## src/rtl/datapath_mc_if.sv

```systemverilog
// Controller-to-datapath bus for datapath_mc: operand/immediate inputs, load/select/op
// controls, the multiply handshake and the result/status outputs.
interface datapath_mc_if #(
  parameter int DATA_WIDTH = 16,
  parameter int NUM_REGS   = 8,
  parameter int PC_WIDTH   = 8
);
  localparam int REG_AW = $clog2(NUM_REGS);

  logic [DATA_WIDTH-1:0] mdata;
  logic [DATA_WIDTH-1:0] sximm8;
  logic [DATA_WIDTH-1:0] sximm5;
  logic [PC_WIDTH-1:0]   PC;
  logic [REG_AW-1:0]     writenum;
  logic [REG_AW-1:0]     readnum;
  logic                  write;
  logic                  loada;
  logic                  loadb;
  logic                  loadc;
  logic                  loads;
  logic                  asel;
  logic                  bsel;
  logic [1:0]            vsel;
  logic [1:0]            shift;
  logic [2:0]            ALUop;
  logic                  start;
  logic                  busy;
  logic                  done;
  logic [DATA_WIDTH-1:0] datapath_out;
  logic                  Z_out;
  logic                  N_out;
  logic                  V_out;
  logic                  C_out;

  modport master (
    output mdata, sximm8, sximm5, PC, writenum, readnum,
    output write, loada, loadb, loadc, loads, asel, bsel, vsel, shift, ALUop, start,
    input  busy, done, datapath_out, Z_out, N_out, V_out, C_out
  );

  modport slave (
    input  mdata, sximm8, sximm5, PC, writenum, readnum,
    input  write, loada, loadb, loadc, loads, asel, bsel, vsel, shift, ALUop, start,
    output busy, done, datapath_out, Z_out, N_out, V_out, C_out
  );
endinterface

```

## src/rtl/datapath_mc.sv

```systemverilog
// Multi-cycle RISC datapath: register file, A/B/C registers, 2-bit shifter, 8-op ALU
// with carry flag, and an iterative shift-add multiplier behind a start/busy/done handshake.
module datapath_mc #(
  parameter int DATA_WIDTH = 16,
  parameter int NUM_REGS   = 8,
  parameter int PC_WIDTH   = 8
) (
  input logic          clk,
  input logic          reset,
  datapath_mc_if.slave bus
);
  localparam int CW = $clog2(DATA_WIDTH + 1);
  localparam int M  = DATA_WIDTH - 1;

  typedef enum logic [1:0] {IDLE, RUN, DONE} mul_state_t;
  typedef enum logic [2:0] {
    OP_ADD = 3'b000, OP_SUB = 3'b001, OP_AND = 3'b010, OP_NOTB = 3'b011,
    OP_OR  = 3'b100, OP_XOR = 3'b101, OP_MUL = 3'b110, OP_RSV  = 3'b111
  } alu_op_t;

  mul_state_t state, state_next;

  logic [DATA_WIDTH-1:0]   regs [NUM_REGS];
  logic [DATA_WIDTH-1:0]   a_reg, b_reg, c_reg;
  logic                    z_reg, n_reg, v_reg, c_flag_reg;
  logic [DATA_WIDTH-1:0]   rd_data, wb_data, b_shift, ain, bin, alu_res;
  logic [DATA_WIDTH:0]     ext;
  logic                    alu_z, alu_n, alu_v, alu_c;
  logic [2*DATA_WIDTH-1:0] mcand, acc;
  logic [DATA_WIDTH-1:0]   mplier;
  logic [CW-1:0]           count;
  logic                    mul_start, busy_i;

  assign rd_data = regs[bus.readnum];

  always_comb begin
    wb_data = c_reg;
    case (bus.vsel)
      2'b00: wb_data = c_reg;
      2'b01: wb_data = DATA_WIDTH'(bus.PC);
      2'b10: wb_data = bus.sximm8;
      2'b11: wb_data = bus.mdata;
      default: wb_data = c_reg;
    endcase
  end

  always_comb begin
    b_shift = b_reg;
    case (bus.shift)
      2'b00: b_shift = b_reg;
      2'b01: b_shift = {b_reg[M-1:0], 1'b0};
      2'b10: b_shift = {1'b0, b_reg[M:1]};
      2'b11: b_shift = {b_reg[M], b_reg[M:1]};
      default: b_shift = b_reg;
    endcase
  end

  assign ain = bus.asel ? '0 : a_reg;
  assign bin = bus.bsel ? bus.sximm5 : b_shift;

  // SUB is A + ~B + 1, so the carry-out is the not-borrow flag directly.
  always_comb begin
    ext     = '0;
    alu_res = '0;
    alu_v   = 1'b0;
    alu_c   = 1'b0;
    case (alu_op_t'(bus.ALUop))
      OP_ADD: begin
        ext     = {1'b0, ain} + {1'b0, bin};
        alu_res = ext[M:0];
        alu_c   = ext[DATA_WIDTH];
        alu_v   = (ain[M] == bin[M]) && (alu_res[M] != ain[M]);
      end
      OP_SUB: begin
        ext     = {1'b0, ain} + {1'b0, ~bin} + (DATA_WIDTH+1)'(1);
        alu_res = ext[M:0];
        alu_c   = ext[DATA_WIDTH];
        alu_v   = (ain[M] != bin[M]) && (alu_res[M] != ain[M]);
      end
      OP_AND:  alu_res = ain & bin;
      OP_NOTB: alu_res = ~bin;
      OP_OR:   alu_res = ain | bin;
      OP_XOR:  alu_res = ain ^ bin;
      default: alu_res = '0;
    endcase
    alu_z = (alu_res == '0);
    alu_n = alu_res[M];
  end

  assign mul_start = (state == IDLE) && bus.start && (bus.ALUop == OP_MUL);

  always_ff @(posedge clk) begin
    if (reset) state <= IDLE;
    else       state <= state_next;
  end

  always_comb begin
    state_next = state;
    busy_i     = 1'b0;
    bus.done   = 1'b0;
    case (state)
      IDLE: if (mul_start) state_next = RUN;
      RUN: begin
        busy_i = 1'b1;
        if (count == CW'(1)) state_next = DONE;
      end
      DONE: begin
        busy_i     = 1'b1;
        bus.done   = 1'b1;
        state_next = IDLE;
      end
      default: state_next = IDLE;
    endcase
  end

  assign bus.busy = busy_i;

  always_ff @(posedge clk) begin
    if (reset) begin
      mcand  <= '0;
      acc    <= '0;
      mplier <= '0;
      count  <= '0;
    end else if (mul_start) begin
      mcand  <= {{DATA_WIDTH{1'b0}}, ain};
      mplier <= bin;
      acc    <= '0;
      count  <= CW'(DATA_WIDTH);
    end else if (state == RUN) begin
      if (mplier[0]) acc <= acc + mcand;
      mcand  <= mcand << 1;
      mplier <= mplier >> 1;
      count  <= count - CW'(1);
    end
  end

  always_ff @(posedge clk) begin
    if (reset) begin
      for (int unsigned i = 0; i < NUM_REGS; i++) regs[i] <= '0;
      a_reg      <= '0;
      b_reg      <= '0;
      c_reg      <= '0;
      z_reg      <= 1'b0;
      n_reg      <= 1'b0;
      v_reg      <= 1'b0;
      c_flag_reg <= 1'b0;
    end else begin
      if (bus.write) regs[bus.writenum] <= wb_data;
      if (bus.loada) a_reg <= rd_data;
      if (bus.loadb) b_reg <= rd_data;
      // The multiplier owns C/status on its final cycle; loadc/loads are locked out while busy.
      if (state == DONE) begin
        c_reg      <= acc[M:0];
        z_reg      <= (acc[M:0] == '0);
        n_reg      <= acc[M];
        v_reg      <= |acc[2*DATA_WIDTH-1:DATA_WIDTH];
        c_flag_reg <= 1'b0;
      end else if (!busy_i) begin
        if (bus.loadc) c_reg <= alu_res;
        if (bus.loads) begin
          z_reg      <= alu_z;
          n_reg      <= alu_n;
          v_reg      <= alu_v;
          c_flag_reg <= alu_c;
        end
      end
    end
  end

  assign bus.datapath_out = c_reg;
  assign bus.Z_out        = z_reg;
  assign bus.N_out        = n_reg;
  assign bus.V_out        = v_reg;
  assign bus.C_out        = c_flag_reg;
endmodule

```

## src/flat_wrapper.sv

```systemverilog
// flat-port wrapper written by rule: the top's interface ports become plain ports
module datapath_mc_flat 
#(
  parameter int DATA_WIDTH = 16,
  parameter int NUM_REGS   = 8,
  parameter int PC_WIDTH   = 8
)
  (clk, reset, bus_mdata, bus_sximm8, bus_sximm5, bus_PC, bus_writenum, bus_readnum, bus_write, bus_loada, bus_loadb, bus_loadc, bus_loads, bus_asel, bus_bsel, bus_vsel, bus_shift, bus_ALUop, bus_start, bus_busy, bus_done, bus_datapath_out, bus_Z_out, bus_N_out, bus_V_out, bus_C_out);
  datapath_mc_if #(.DATA_WIDTH(DATA_WIDTH), .NUM_REGS(NUM_REGS), .PC_WIDTH(PC_WIDTH)) bus_i ();
  input logic clk;
  input logic reset;
  input wire logic [$bits(bus_i.mdata)-1:0] bus_mdata;
  input wire logic [$bits(bus_i.sximm8)-1:0] bus_sximm8;
  input wire logic [$bits(bus_i.sximm5)-1:0] bus_sximm5;
  input wire logic [$bits(bus_i.PC)-1:0] bus_PC;
  input wire logic [$bits(bus_i.writenum)-1:0] bus_writenum;
  input wire logic [$bits(bus_i.readnum)-1:0] bus_readnum;
  input wire logic [$bits(bus_i.write)-1:0] bus_write;
  input wire logic [$bits(bus_i.loada)-1:0] bus_loada;
  input wire logic [$bits(bus_i.loadb)-1:0] bus_loadb;
  input wire logic [$bits(bus_i.loadc)-1:0] bus_loadc;
  input wire logic [$bits(bus_i.loads)-1:0] bus_loads;
  input wire logic [$bits(bus_i.asel)-1:0] bus_asel;
  input wire logic [$bits(bus_i.bsel)-1:0] bus_bsel;
  input wire logic [$bits(bus_i.vsel)-1:0] bus_vsel;
  input wire logic [$bits(bus_i.shift)-1:0] bus_shift;
  input wire logic [$bits(bus_i.ALUop)-1:0] bus_ALUop;
  input wire logic [$bits(bus_i.start)-1:0] bus_start;
  output wire logic [$bits(bus_i.busy)-1:0] bus_busy;
  output wire logic [$bits(bus_i.done)-1:0] bus_done;
  output wire logic [$bits(bus_i.datapath_out)-1:0] bus_datapath_out;
  output wire logic [$bits(bus_i.Z_out)-1:0] bus_Z_out;
  output wire logic [$bits(bus_i.N_out)-1:0] bus_N_out;
  output wire logic [$bits(bus_i.V_out)-1:0] bus_V_out;
  output wire logic [$bits(bus_i.C_out)-1:0] bus_C_out;
  assign bus_i.mdata = bus_mdata;
  assign bus_i.sximm8 = bus_sximm8;
  assign bus_i.sximm5 = bus_sximm5;
  assign bus_i.PC = bus_PC;
  assign bus_i.writenum = bus_writenum;
  assign bus_i.readnum = bus_readnum;
  assign bus_i.write = bus_write;
  assign bus_i.loada = bus_loada;
  assign bus_i.loadb = bus_loadb;
  assign bus_i.loadc = bus_loadc;
  assign bus_i.loads = bus_loads;
  assign bus_i.asel = bus_asel;
  assign bus_i.bsel = bus_bsel;
  assign bus_i.vsel = bus_vsel;
  assign bus_i.shift = bus_shift;
  assign bus_i.ALUop = bus_ALUop;
  assign bus_i.start = bus_start;
  assign bus_busy = bus_i.busy;
  assign bus_done = bus_i.done;
  assign bus_datapath_out = bus_i.datapath_out;
  assign bus_Z_out = bus_i.Z_out;
  assign bus_N_out = bus_i.N_out;
  assign bus_V_out = bus_i.V_out;
  assign bus_C_out = bus_i.C_out;
  datapath_mc #(.DATA_WIDTH(DATA_WIDTH), .NUM_REGS(NUM_REGS), .PC_WIDTH(PC_WIDTH)) u_core (.clk(clk), .reset(reset), .bus(bus_i));
endmodule
```

## config.mk

```make
export PLATFORM = sky130hd
export DESIGN_NAME = datapath_mc_flat
export DESIGN_NICKNAME = d
export VERILOG_FILES = /design/src/rtl/datapath_mc_if.sv /design/src/rtl/datapath_mc.sv /design/src/flat_wrapper.sv
export SDC_FILE = /design/constraint.sdc
export NUM_CORES = 1
export LEC_CHECK = 0
export CORE_MARGIN = 8
export CORE_UTILIZATION = 40
export DETAILED_ROUTE_END_ITERATION = 7
export GPL_TIMING_DRIVEN = 0
export PLACE_DENSITY_LB_ADDON = 0.08
export REMOVE_ABC_BUFFERS = 1
export SYNTH_ARGS = -nofsm -noshare
export SYNTH_HDL_FRONTEND = slang
export SYNTH_SLANG_ARGS = --single-unit
```

## constraint.sdc

```tcl
create_clock -name clk -period 4.25 [get_ports clk]
set_input_delay 0.425 -clock clk [delete_from_list [all_inputs] [get_ports clk]]
set_output_delay 0.425 -clock clk [all_outputs]
set_load 0.05 [all_outputs]
```

== Word level (Yosys, flattened, before mapping) ==
Memory sizes are Yosys's and may differ from the RTL's.
Cells that the tools add are included.
Widths: inputs -> output; s select.

* $add $sub $neg: 5
* Equal/unequal tests: 22
* Muxes and demuxes: 38
* Bitwise logic cells: 5
* Reductions and logical operators: 23

{| class="wikitable"
|+ Operators with widths
! kind !! count
|-
| $mux 16 || 10
|-
| $pmux 16 s4 || 2
|-
| $pmux 16 s6 || 1
|-
| $add 16x16->17 || 2
|-
| $add 32x32->32 || 1
|-
| $logic_not 16->1 || 2
|-
| $reduce_or 16->1 || 2
|-
| $add 17x1->17 const B || 1
|-
| $mux 1 || 17
|-
| $and 16x16->16 || 1
|-
| $not 16->16 || 1
|-
| $or 16x16->16 || 1
|-
| $xor 16x16->16 || 1
|-
| $eq 2x2->1 const B || 5
|-
| $mux 5 || 2
|-
| $reduce_and 2->1 || 5
|-
| $eq 3x3->1 const B || 3
|-
| $eq 2x1->1 const B || 3
|-
| $eq 3x2->1 const B || 2
|-
| $logic_not 2->1 || 3
|-
| $ne 2x1->1 const B || 3
|-
| $reduce_bool 2->1 || 3
|-
| $reduce_or 2->1 || 3
|-
| $eq 5x1->1 const B || 1
|-
| 11 further kinds || 18
|}

* Register bits: 139
* RAM bits: 128
* Input bits: 79
* Output and inout bits: 22
* Logic and storage cells: 108
* Memories kept: 1

{| class="wikitable"
|+ Memory list
! name !! depth !! width !! rd ports !! clocked after memory_dff !! wr ports !! RTL line !! text
|-
| u_core.regs || 8 || 16 || 1 || 0 || 8 || datapath_mc.sv:23 || <nowiki>logic [DATA_WIDTH-1:0] regs [NUM_REGS];</nowiki>
|}

== Depth between registers and ports, before layout ==
Gate-level depths: netlist of the first run.

* Depth after elaboration: 12
* Gate-level depth with buffers: 19

== Least setup slack after synthesis of the first run ==
Ideal clock, no wire load.

* Kind: input-to-reg
* Start: input port bus_shift[1]
* End: register u_core.z_reg (netlist: u_core.bus.Z_out)
* Setup time: 0.076 ns
* Arrival: 4.014 ns
* Data required time: 4.174 ns
* Slack: 0.161 ns
* Stages on the path: 18
* Cell sequence: clkbuf_1 > buf_2 > buf_1 > a21oi_1 > o21ai_0 > inv_1 > ha_1 > buf_2 > or3_1 > nor3_1 > mux2_4 > o211ai_2 > a21o_2 > a221oi_2 > o21ai_1 > nor2b_1 > or3_1 > o22ai_1

* Cells in the longest elaborated chain, start to end: 11
* Elaborated cells between the ends (all ways): 18
* Classes of those cells: add/sub (3); eq/ne (3); mux (6); bitwise (4); reduce/logical (2)

{| class="wikitable"
|+ Ends and longest elaborated chain
! item !! RTL line !! text
|-
| from (decl) || flat_wrapper.sv:26 || <nowiki>input wire logic [$bits(bus_i.shift)-1:0] bus_shift;</nowiki>
|-
| $eq 2x2->1, or another cell as far along || datapath_mc.sv:49 || <nowiki>case (bus.shift)</nowiki>
|-
| $pmux 16 s4 * || datapath_mc.sv:49 ||
|-
| $mux 16 * || datapath_mc.sv:59 || <nowiki>assign bin = bus.bsel ? bus.sximm5 : b_shift;</nowiki>
|-
| $not 16->16 || datapath_mc.sv:75, datapath_mc.sv:81 ||
|-
| $add 16x16->17 || datapath_mc.sv:75 || <nowiki>ext = {1'b0, ain} + {1'b0, ~bin} + (DATA_WIDTH+1)'(1);</nowiki>
|-
| $add 17x1->17 || datapath_mc.sv:75 ||
|-
| $pmux 16 s6 * || datapath_mc.sv:67 || <nowiki>case (alu_op_t'(bus.ALUop))</nowiki>
|-
| $logic_not 16->1 * || datapath_mc.sv:86 || <nowiki>alu_z = (alu_res == '0);</nowiki>
|-
| $mux 1 * || datapath_mc.sv:160 || <nowiki>if (bus.loads) begin</nowiki>
|-
| $mux 1 * || datapath_mc.sv:158 || <nowiki>end else if (!busy_i) begin</nowiki>
|-
| $mux 1 * || datapath_mc.sv:152 || <nowiki>if (state == DONE) begin</nowiki>
|-
| to (signal assigned) || datapath_mc.sv:154 || <nowiki>z_reg <= (acc[M:0] == '0);</nowiki>
|-
| to (signal assigned) || datapath_mc.sv:161 || <nowiki>z_reg <= alu_z;</nowiki>
|-
| to (decl) || datapath_mc.sv:25 || <nowiki>logic z_reg, n_reg, v_reg, c_flag_reg;</nowiki>
|}

Mark *: on every way between the ends. The rest lies on a longest branch, timed or not. The select of a mux whose other input is x is not followed.
A chain may end at the register's enable or synchronous reset.

== Worst setup path in the final report of the first run ==
* Start: register u_core.b_reg[6]
* End: register u_core.z_reg (netlist: u_core.bus.Z_out)

* Cells in the longest elaborated chain, start to end: 10
* Elaborated cells between the ends (all ways): 14
* Classes of those cells: add/sub (3); mux (6); bitwise (4); reduce/logical (1)

{| class="wikitable"
|+ Ends and longest elaborated chain
! item !! RTL line !! text
|-
| from (decl) || datapath_mc.sv:24 || <nowiki>logic [DATA_WIDTH-1:0] a_reg, b_reg, c_reg;</nowiki>
|-
| from (signal assigned) || datapath_mc.sv:150 || <nowiki>if (bus.loadb) b_reg <= rd_data;</nowiki>
|-
| $pmux 16 s4 * || datapath_mc.sv:49 ||
|-
| $mux 16 * || datapath_mc.sv:59 ||
|-
| $not 16->16 || datapath_mc.sv:75, datapath_mc.sv:81 ||
|-
| $add 16x16->17 || datapath_mc.sv:75 ||
|-
| $add 17x1->17 || datapath_mc.sv:75 ||
|-
| $pmux 16 s6 * || datapath_mc.sv:67 ||
|-
| $logic_not 16->1 * || datapath_mc.sv:86 ||
|-
| $mux 1 * || datapath_mc.sv:160 ||
|-
| $mux 1 * || datapath_mc.sv:158 ||
|-
| $mux 1 * || datapath_mc.sv:152 ||
|}

Marked as above.

==> reports/metrics.csv, run 1 <==
stage,metric,value,unit
timing,RSZ-0062 raised after global routing,no,
timing,relative slew slack,0.0718,
route,DRC Markers,0,
route,Vias/cell,5.59,
clock_network,CTS sink cnt,267,
setup_path,worst endpoint data arrival time,4.49,ns
logic_synthesis,ys async rst share,0,
timing,period utilization,0.936,
grt,pin count of the biggest net entering global routing,80,
grt,initial antenna violation count,0,
layout,post-layout util,0.466,
route,Antenna Nets Post-Route,0,
clock_network,"Clk pin slew, worst setup/hold paths",0.06,ns
route,Avg WL per Cell,21.5,µm
timing,Final Slew Violations,0,
setup_path,"Req. time, crit path",4.76,ns
logic_synthesis,Post-synth EDFFs,128,
timing,Hold WS,0.239,ns
clock_network,Max clock buf depth,3,
logic_synthesis,top_reg_cell synth,dfxtp_1,
die,Rows,73,
clock_network,hold_buf cts,0,
placed_design,Detail Placement HPWL,34800,µm
timing,slew of the pin with the lowest slew margin,1.39,ns
placed_design,Setup WS pre-CTS,-1.87,ns
die,Initial Util,0.404,
worst_hold_path,Hold Path Class,input port to register,
layout,synthesis-to-finish area growth,15.3,%
timing,crit path time final,3.98,ns
logic_synthesis,syn_area_per_cell,9.37,µm²
setup_path,crit path capture type,register,
grt,total track usage,0.206,
timing,setup tns final,0,ns
route,Routed WL,49400,µm
layout,Largest regs,"u_core.regs x128, u_core.acc x32, u_core.mcand x32",
clock_network,worst skew pair latency,0.59,ns
logic_synthesis,sequential-to-total area share from yosys stat,0.415,
logic_synthesis,synthesis warning total,0,
placed_design,RePlAce Congestion,0.890,
placed_design,port bufs,100,
grt,vias in the first global route,12821,
run,# Max-Cap Violations,0,
pwr,maximum VDD drop,0.287,mV
layout,max reg flops,128,
outcome,outcome,"finished, final reports clean",
timing,FMAX,0.251,GHz
clock_network,htree depth,1,
layout,register with the most flip-flops,u_core.regs,
logic_synthesis,cell count after synthesis,1705,
clock_network,CTS buffer count,31,
layout,NumNets Final,1920,
grt,first-pass GRT wire length,76300,µm
clock_network,CTS tree,yes,
grt,grt total ovfl,0,
die,die boundary height,216,µm
timing,Final Hold Viols,0,
route,DR vias,12847,
logic_synthesis,mapped cell area,16000,µm²
die,Die W,216,µm
die,core area,39500,µm²
logic_synthesis,"area leader, netlist",edfxtp_1,
layout,share of layout cells above drive strength 1,0.0818,
setup_path,crit start category,register,
setup_path,CP max FO,12,
setup_path,critical path type,register to register,
layout,ant diodes,0,
clock_network,clk root buf,clkbuf_16,
route,DR iter-0 viols,777,
timing,setup ws final,0.272,ns
pwr,power density of the placed cells,388,nW/µm²
logic_synthesis,top post-synthesis cells by area,"edfxtp_1 (24%), dfxtp_1 (17%), ha_1 (7.0%)",
die,Ports,101,
route,DRT Pass-1 Iters,5,
die,die footprint,46600,µm²
timing,Layout Skew,0.0175,ns
logic_synthesis,top-area cell type share of the netlist area,0.241,
timing,Final Setup Violations,0,
pwr,P_leak,7.12,nW
logic_synthesis,register bit total from synthesis,267,
logic_synthesis,synth unique cells,79,
repair_timing:
action | CTS | global route
setup buffers | 0 | 3
pin swaps | 0 | 3
resized for setup | 22 | 19
endpoints found under the setup margin | 16 | 6
gates cloned | 0 | 0
cells in the mapped netlist, drive strengths merged (5+ instances only):
master    n
a311oi    5
ha       90
nand4     9
clkbuf   83
xor2     11
mux2i   109
a211oi   80
nor2b    18
xnor2    24
o31ai     5
dfxtp   139
edfxtp  128
o21ai    66
or2       7
and3      8
a21o     20
or3       5
a221oi    7
inv      69
o21a      9
mux2     13
buf      18
nand2   121
o211ai   18
nor3     33
nand2b   42
a31oi    15
mux4     33
a21oi   112
nand3    15
o22ai    10
nor2    299
nor4     15
nor3b     7
per-stage QoR:
| stage | total power [mW] | cells | cell area, µm² |
|---|---|---|---|
| 3_3_place_gp | 4.70 | 2229 | 17200 |
| 2_1_floorplan | 4.06 | 1604 | 15600 |
| 5_1_grt | 7.48 | 2297 | 18400 |
| 4_1_cts | 7.21 | 2294 | 18400 |
| 3_5_place_dp | 4.70 | 2238 | 17400 |
| 6_report | 7.16 | 2297 | 18400 |
area by class of cell:
type / count / area (µm²)
Clock buffer: 48 / 870
Clock inverter: 8 / 56.3
Fill cell: 3815 / 21100
Inverter: 70 / 263
Multi-Input combinational cell: 1267 / 8790
Sequential cell: 267 / 6630
Tap cell: 525 / 657
Timing Repair Buffer: 112 / 1160
report_power, final:
group | leakage (nW) | switching, mW | internal (mW)
Combinational | 4.21 | 1.04 | 0.646
Clock | 0.453 | 1.09 | 1.40
Sequential | 2.46 | 0.120 | 2.85
Total | 7.12 | 2.25 | 4.90
cells in the final DEF, fill, tap and decap left out, types with 6 or more instances in the layout:
cell type and instances:
a21o_1 19, nor3_1 32, clkbuf_1 14, o21ai_0 50, mux2_2 12, nand3_1 15
mux2i_1 109, nor2b_1 18, xnor2_1 24, o211ai_1 17, nand2b_1 41, nor3b_1 6
and3_1 8, o22ai_1 9, a31oi_1 14, nand2_1 120, dfxtp_1 139, a211oi_1 79
clkdlybuf4s50_1 91, buf_2 6, nor4_1 13, clkbuf_16 31, xor2_1 11, nand4_1 9
edfxtp_1 128, ha_1 88, or2_2 7, a21oi_1 111, mux4_2 33, o21ai_1 13
inv_1 68, o21a_1 9, nor2_1 298
routing by layer:
metal / vias up / GRT usage / share of wire
li1: 6269 / - / -
met1: 6229 / 0.277 / 0.46
met5: - / 0 / 0
met2: 286 / 0.351 / 0.48
met4: 0 / 0.0511 / 0.024
met3: 63 / 0.0246 / 0.042
critical path, stage by stage, from the launching register on:
cell	delay, ns
dfxtp_1	0.45
mux2i_1	0.10
o21ai_0	0.16
mux2_2	0.26
inv_1	0.08
ha_1	0.44
or3b_2	0.50
a31oi_1	0.24
a21oi_2	0.12
nand2b_1	0.17
nor3_1	0.07
a311oi_2	0.44
nand4_1	0.22
nor4_2	0.39
nand2_1	0.10
o22ai_1	0.16
worst paths after layout:
check                           end              from  slack [ns]  cells after the start
setup / recovery   u_core.bus.Z_out   u_core.b_reg[6]        0.27                     15
hold / removal    u_core.mplier[15]             reset        0.24                      2
setup reg to reg   u_core.bus.Z_out   u_core.b_reg[6]        0.27                     15
hold reg to reg    u_core.bus.V_out  u_core.bus.V_out        0.47                      2
cells by family after synthesis:
kind of cell             Yosys count  share of synthesized area
XOR/XNOR                          35                     0.0192
flip-flops                       267                      0.415
AO/OA/AOI/OAI                    388                      0.160
adder cells (fa/ha/maj)           92                     0.0730
multiplexers                     155                      0.124
AND/OR/NAND/NOR                  597                      0.168
buffers and inverters            171                     0.0411
(Power assumes the default switching activity.)
==> inputs of run 2 (changes only) <==
--- a/config.mk
+++ b/config.mk
@@ -5,11 +5,12 @@
 export SDC_FILE = /design/constraint.sdc
 export NUM_CORES = 1
 export LEC_CHECK = 0
+export ABC_AREA = 1
 export CORE_MARGIN = 8
 export CORE_UTILIZATION = 40
+export CTS_BUF_LIST = sky130_fd_sc_hd__clkbuf_8
 export DETAILED_ROUTE_END_ITERATION = 7
 export GPL_TIMING_DRIVEN = 0
-export PLACE_DENSITY_LB_ADDON = 0.08
 export REMOVE_ABC_BUFFERS = 1
 export SYNTH_ARGS = -nofsm -noshare
 export SYNTH_HDL_FRONTEND = slang
==> run 2 against run 1 <==
Net effect: power grew 3.2%; final area increased by 0.68%; cell count is 21% higher; via count rose by 17%; sequential power up 2%; non-clock buffer count fell by 3; global-route usage is 0.44 points higher; hold slack worse by 0.12 ns; critical endpoint is now u_core.bus.datapath_out[14].
==> reports/metrics.csv, run 2 <==
stage,metric,value,unit
worst_hold_path,hold path depth,2,
logic_synthesis,register bit total from synthesis,267,
grt,grt total ovfl,0,
layout,Finished Cell Area,18500,µm²
route,DR vias,15005,
layout,NumNets Final,2389,
timing,relative slew slack,0.0846,
logic_synthesis,most frequent cell after synthesis,nand2_1,
clock_network,clk root buf,clkbuf_8,
grt,initial antenna violation count,0,
logic_synthesis,mapped cell area,16200,µm²
route,Avg WL per Cell,18.3,µm
setup_path,crit path cell chain,clkdlybuf4s50_1 -> inv_2 -> o21ai_2 -> inv_1 -> ha_1 -> fa_1 -> nand3_1 -> nand2_1 -> nand2_1 -> nand2_1 -> nand2_1 -> nand2_1 -> nand2_1 -> nand2_1 -> nand2_1 -> nand2_1 -> o21ai_1 -> nand2_1 -> nor2_1 -> nand2_1 -> nand2_1 -> a21oi_1,
placed_design,port bufs,100,
setup_path,worst endpoint data arrival time,4.38,ns
die,Die W,217,µm
layout,max reg flops,128,
setup_path,RR Startpoint,u_core.state[1],
placed_design,RePlAce Congestion,0.948,
clock_network,hold_buf cts,0,
logic_synthesis,cell count after synthesis,2155,
clock_network,CTS tree,yes,
die,die boundary height,217,µm
worst_hold_path,worst hold start,reset,
pwr,P_leak,8.48,nW
die,core area,39800,µm²
logic_synthesis,sequential-to-total area share from yosys stat,0.410,
timing,slew of the pin with the lowest slew margin,1.37,ns
grt,total track usage,0.211,
clock_network,"Clk pin slew, worst setup/hold paths",0.06,ns
timing,crit path time final,3.88,ns
worst_hold_path,WHS Endpoint,u_core.mplier[5],
logic_synthesis,"area leader, netlist",edfxtp_1,
logic_synthesis,top_reg_cell synth,dfxtp_1,
die,Rows,73,
pwr,clock power share,0.324,
logic_synthesis,synth unique cells,52,
timing,Final Hold Viols,0,
grt,vias in the first global route,14295,
layout,"commonest non-fill, non-tap cell in the layout",nand2_1,
setup_path,"Req. time, crit path",4.75,ns
worst_hold_path,Hold Path Class,input port to register,
timing,Final Setup Violations,0,
pwr,Psw,2.61,mW
die,die footprint,47100,µm²
route,DRC Markers,0,
timing,Final Slew Violations,0,
setup_path,crit path capture type,register,
layout,fillers,4043,
pwr,Int Pwr,4.78,mW
pwr,power density of the placed cells,398,nW/µm²
setup_path,"Slowest-stage cell, CP",clkdlybuf4s50_1,
timing,period utilization,0.912,
logic_synthesis,syn_area_per_cell,7.50,µm²
pwr,maximum VDD drop,0.199,mV
timing,Hold WS,0.121,ns
layout,"commonest cells after routing, fill and taps aside","nand2_1 (425), inv_1 (282), nor2_1 (249), a21oi_1 (224), o21ai_0 (170)",
setup_path,Register-to-Register Path Depth,8,
setup_path,Worst R2R Setup Slack,0.86,ns
logic_synthesis,synthesis warning total,0,
clock_network,htree depth,2,
route,Vias/cell,5.40,
setup_path,Max stage delay on crit path,0.84,ns
clock_network,Max clock buf depth,3,
layout,ant diodes,0,
die,Initial Util,0.406,
timing,FMAX,0.258,GHz
placed_design,area post-placement,17600,µm²
timing,RSZ-0062 raised after global routing,no,
setup_path,crit start category,input port,
pwr,switching share of power,0.353,
layout,register with the most flip-flops,u_core.regs,
setup_path,WP buf/inv,3,
clock_network,CTS buffer count,46,
logic_synthesis,top post-synthesis cells by area,"edfxtp_1 (24%), dfxtp_1 (17%), nand2_1 (9.9%)",
route,DRT Pass-1 Iters,5,
outcome,outcome,"finished, final reports clean",
layout,share of layout cells above drive strength 1,0.0479,
layout,Largest regs,"u_core.regs x128, u_core.acc x32, u_core.mcand x32",
route,Antenna Nets Post-Route,0,
timing,Layout Skew,0.0484,ns
logic_synthesis,most frequent cells after synthesis,"nand2_1 (425), inv_1 (264), nor2_1 (251)",
pwr,Sequential Power Share,0.411,
grt,pin count of the biggest net entering global routing,50,
logic_synthesis,Post-synth EDFFs,128,
die,Ports,101,
logic_synthesis,ys async rst share,0,
layout,synthesis-to-finish area growth,14.7,%
route,DR iter-0 viols,1218,
setup_path,critical path type,input port to register,
setup_path,cell family with most CP delay,simple AND/OR/NAND/NOR gates,
setup_path,R2R Path End,u_core.acc[31],
clock_network,CTS sink cnt,267,
setup_path,CP max FO,17,
grt,first-pass GRT wire length,79500,µm
logic_synthesis,top-area cell type share of the netlist area,0.238,
run,# Max-Cap Violations,0,
placed_design,Detail Placement HPWL,37100,µm
clock_network,worst skew pair latency,0.66,ns
layout,post-layout util,0.466,
setup_path,Crit path top cell by count,nand2_1,
pwr,Comb power frac,0.265,
route,Routed WL,51000,µm
-- run 2: changes by cell type after synthesis, sizes merged, moves of 33 or more --
cell,before,now
o21ai,66,177
nand2,121,430
nand2b,42,0
mux4,33,0
nor2,299,256
inv,69,270
nand3,15,109
mux2i,109,16
a211oi,80,2
a21oi,112,224
-- run 2: cell families after synthesis --
group / share of synthesized area
fa+ha+maj: 0.0721
flops: 0.410
simple gates: 0.215
buf+inv: 0.0895
xor+xnor: 0.0135
compound gates: 0.190
mux: 0.00991
-- run 2: per-layer routing --
metal | vias up | global-route usage | wire length [µm]
met5 | - | 0 | 0
met4 | 0 | 0.0715 | 1490
met3 | 86 | 0.0409 | 4030
met2 | 514 | 0.331 | 22700
met1 | 7013 | 0.288 | 22800
li1 | 7392 | - | -
-- run 2: layout make-up --
type	instances	area, µm²	area share
inverter	281	1050	0.0569
tap	525	657	0.0354
timing repair buffer	109	1160	0.0624
sequential	267	6630	0.357
clock inverter	30	209	0.0113
clock buffer	53	729	0.0393
multi-input combinational	1513	8110	0.437
-- run 2: metrics by stage --
stage / std cells / TNS (ns) / total power, mW / setup WS [ns]
2_1_floorplan: 2061 / 0 / 4.24 / 0.944
3_5_place_dp: 2693 / -5.38 / 5.02 / -0.423
5_1_grt: 2778 / 0 / 7.77 / 0.0652
3_3_place_gp: 2686 / -517.57 / 4.95 / -2.23
6_report: 2778 / 0 / 7.39 / 0.373
4_1_cts: 2776 / 0 / 7.43 / 0.236
-- run 2: worst register-to-register path, delay by kind of cell, from the launching register on --
family,cells,cell delay (ns)
adders and majority gates,1,0.39
AOI/OAI and AO/OA,2,0.24
and+or+nand+nor,2,0.90
buffers and inverters,3,1.45
DFF,1,0.31
-- run 2: repair_timing --
action | CTS | global route
setup buffers | 0 | 0
endpoints found under the setup margin | 0 | 4
gates resized for setup | 0 | 3
-- run 2: power by group through the flow --
stage	combinational, mW	sequential (mW)	clock (mW)
5_1_grt	2.16	3.06	2.56
4_1_cts	1.95	3.04	2.44
3_3_place_gp	1.87	3.09	0
6_report	1.96	3.04	2.39
2_1_floorplan	1.05	3.18	0
3_5_place_dp	1.93	3.09	0
-- run 2: how the worst max path moves through the flow --
stage,start,to,depth (start not counted)
4_1_cts,bus_shift[1],u_core.bus.Z_out,20
3_3_place_gp,reset,u_core.regs[1][13],6
5_1_grt,bus_bsel,u_core.bus.N_out,16
3_5_place_dp,bus_shift[1],u_core.bus.Z_out,20
2_1_floorplan,u_core.state[1],u_core.acc[31],7
6_report,bus_bsel,u_core.bus.datapath_out[14],22
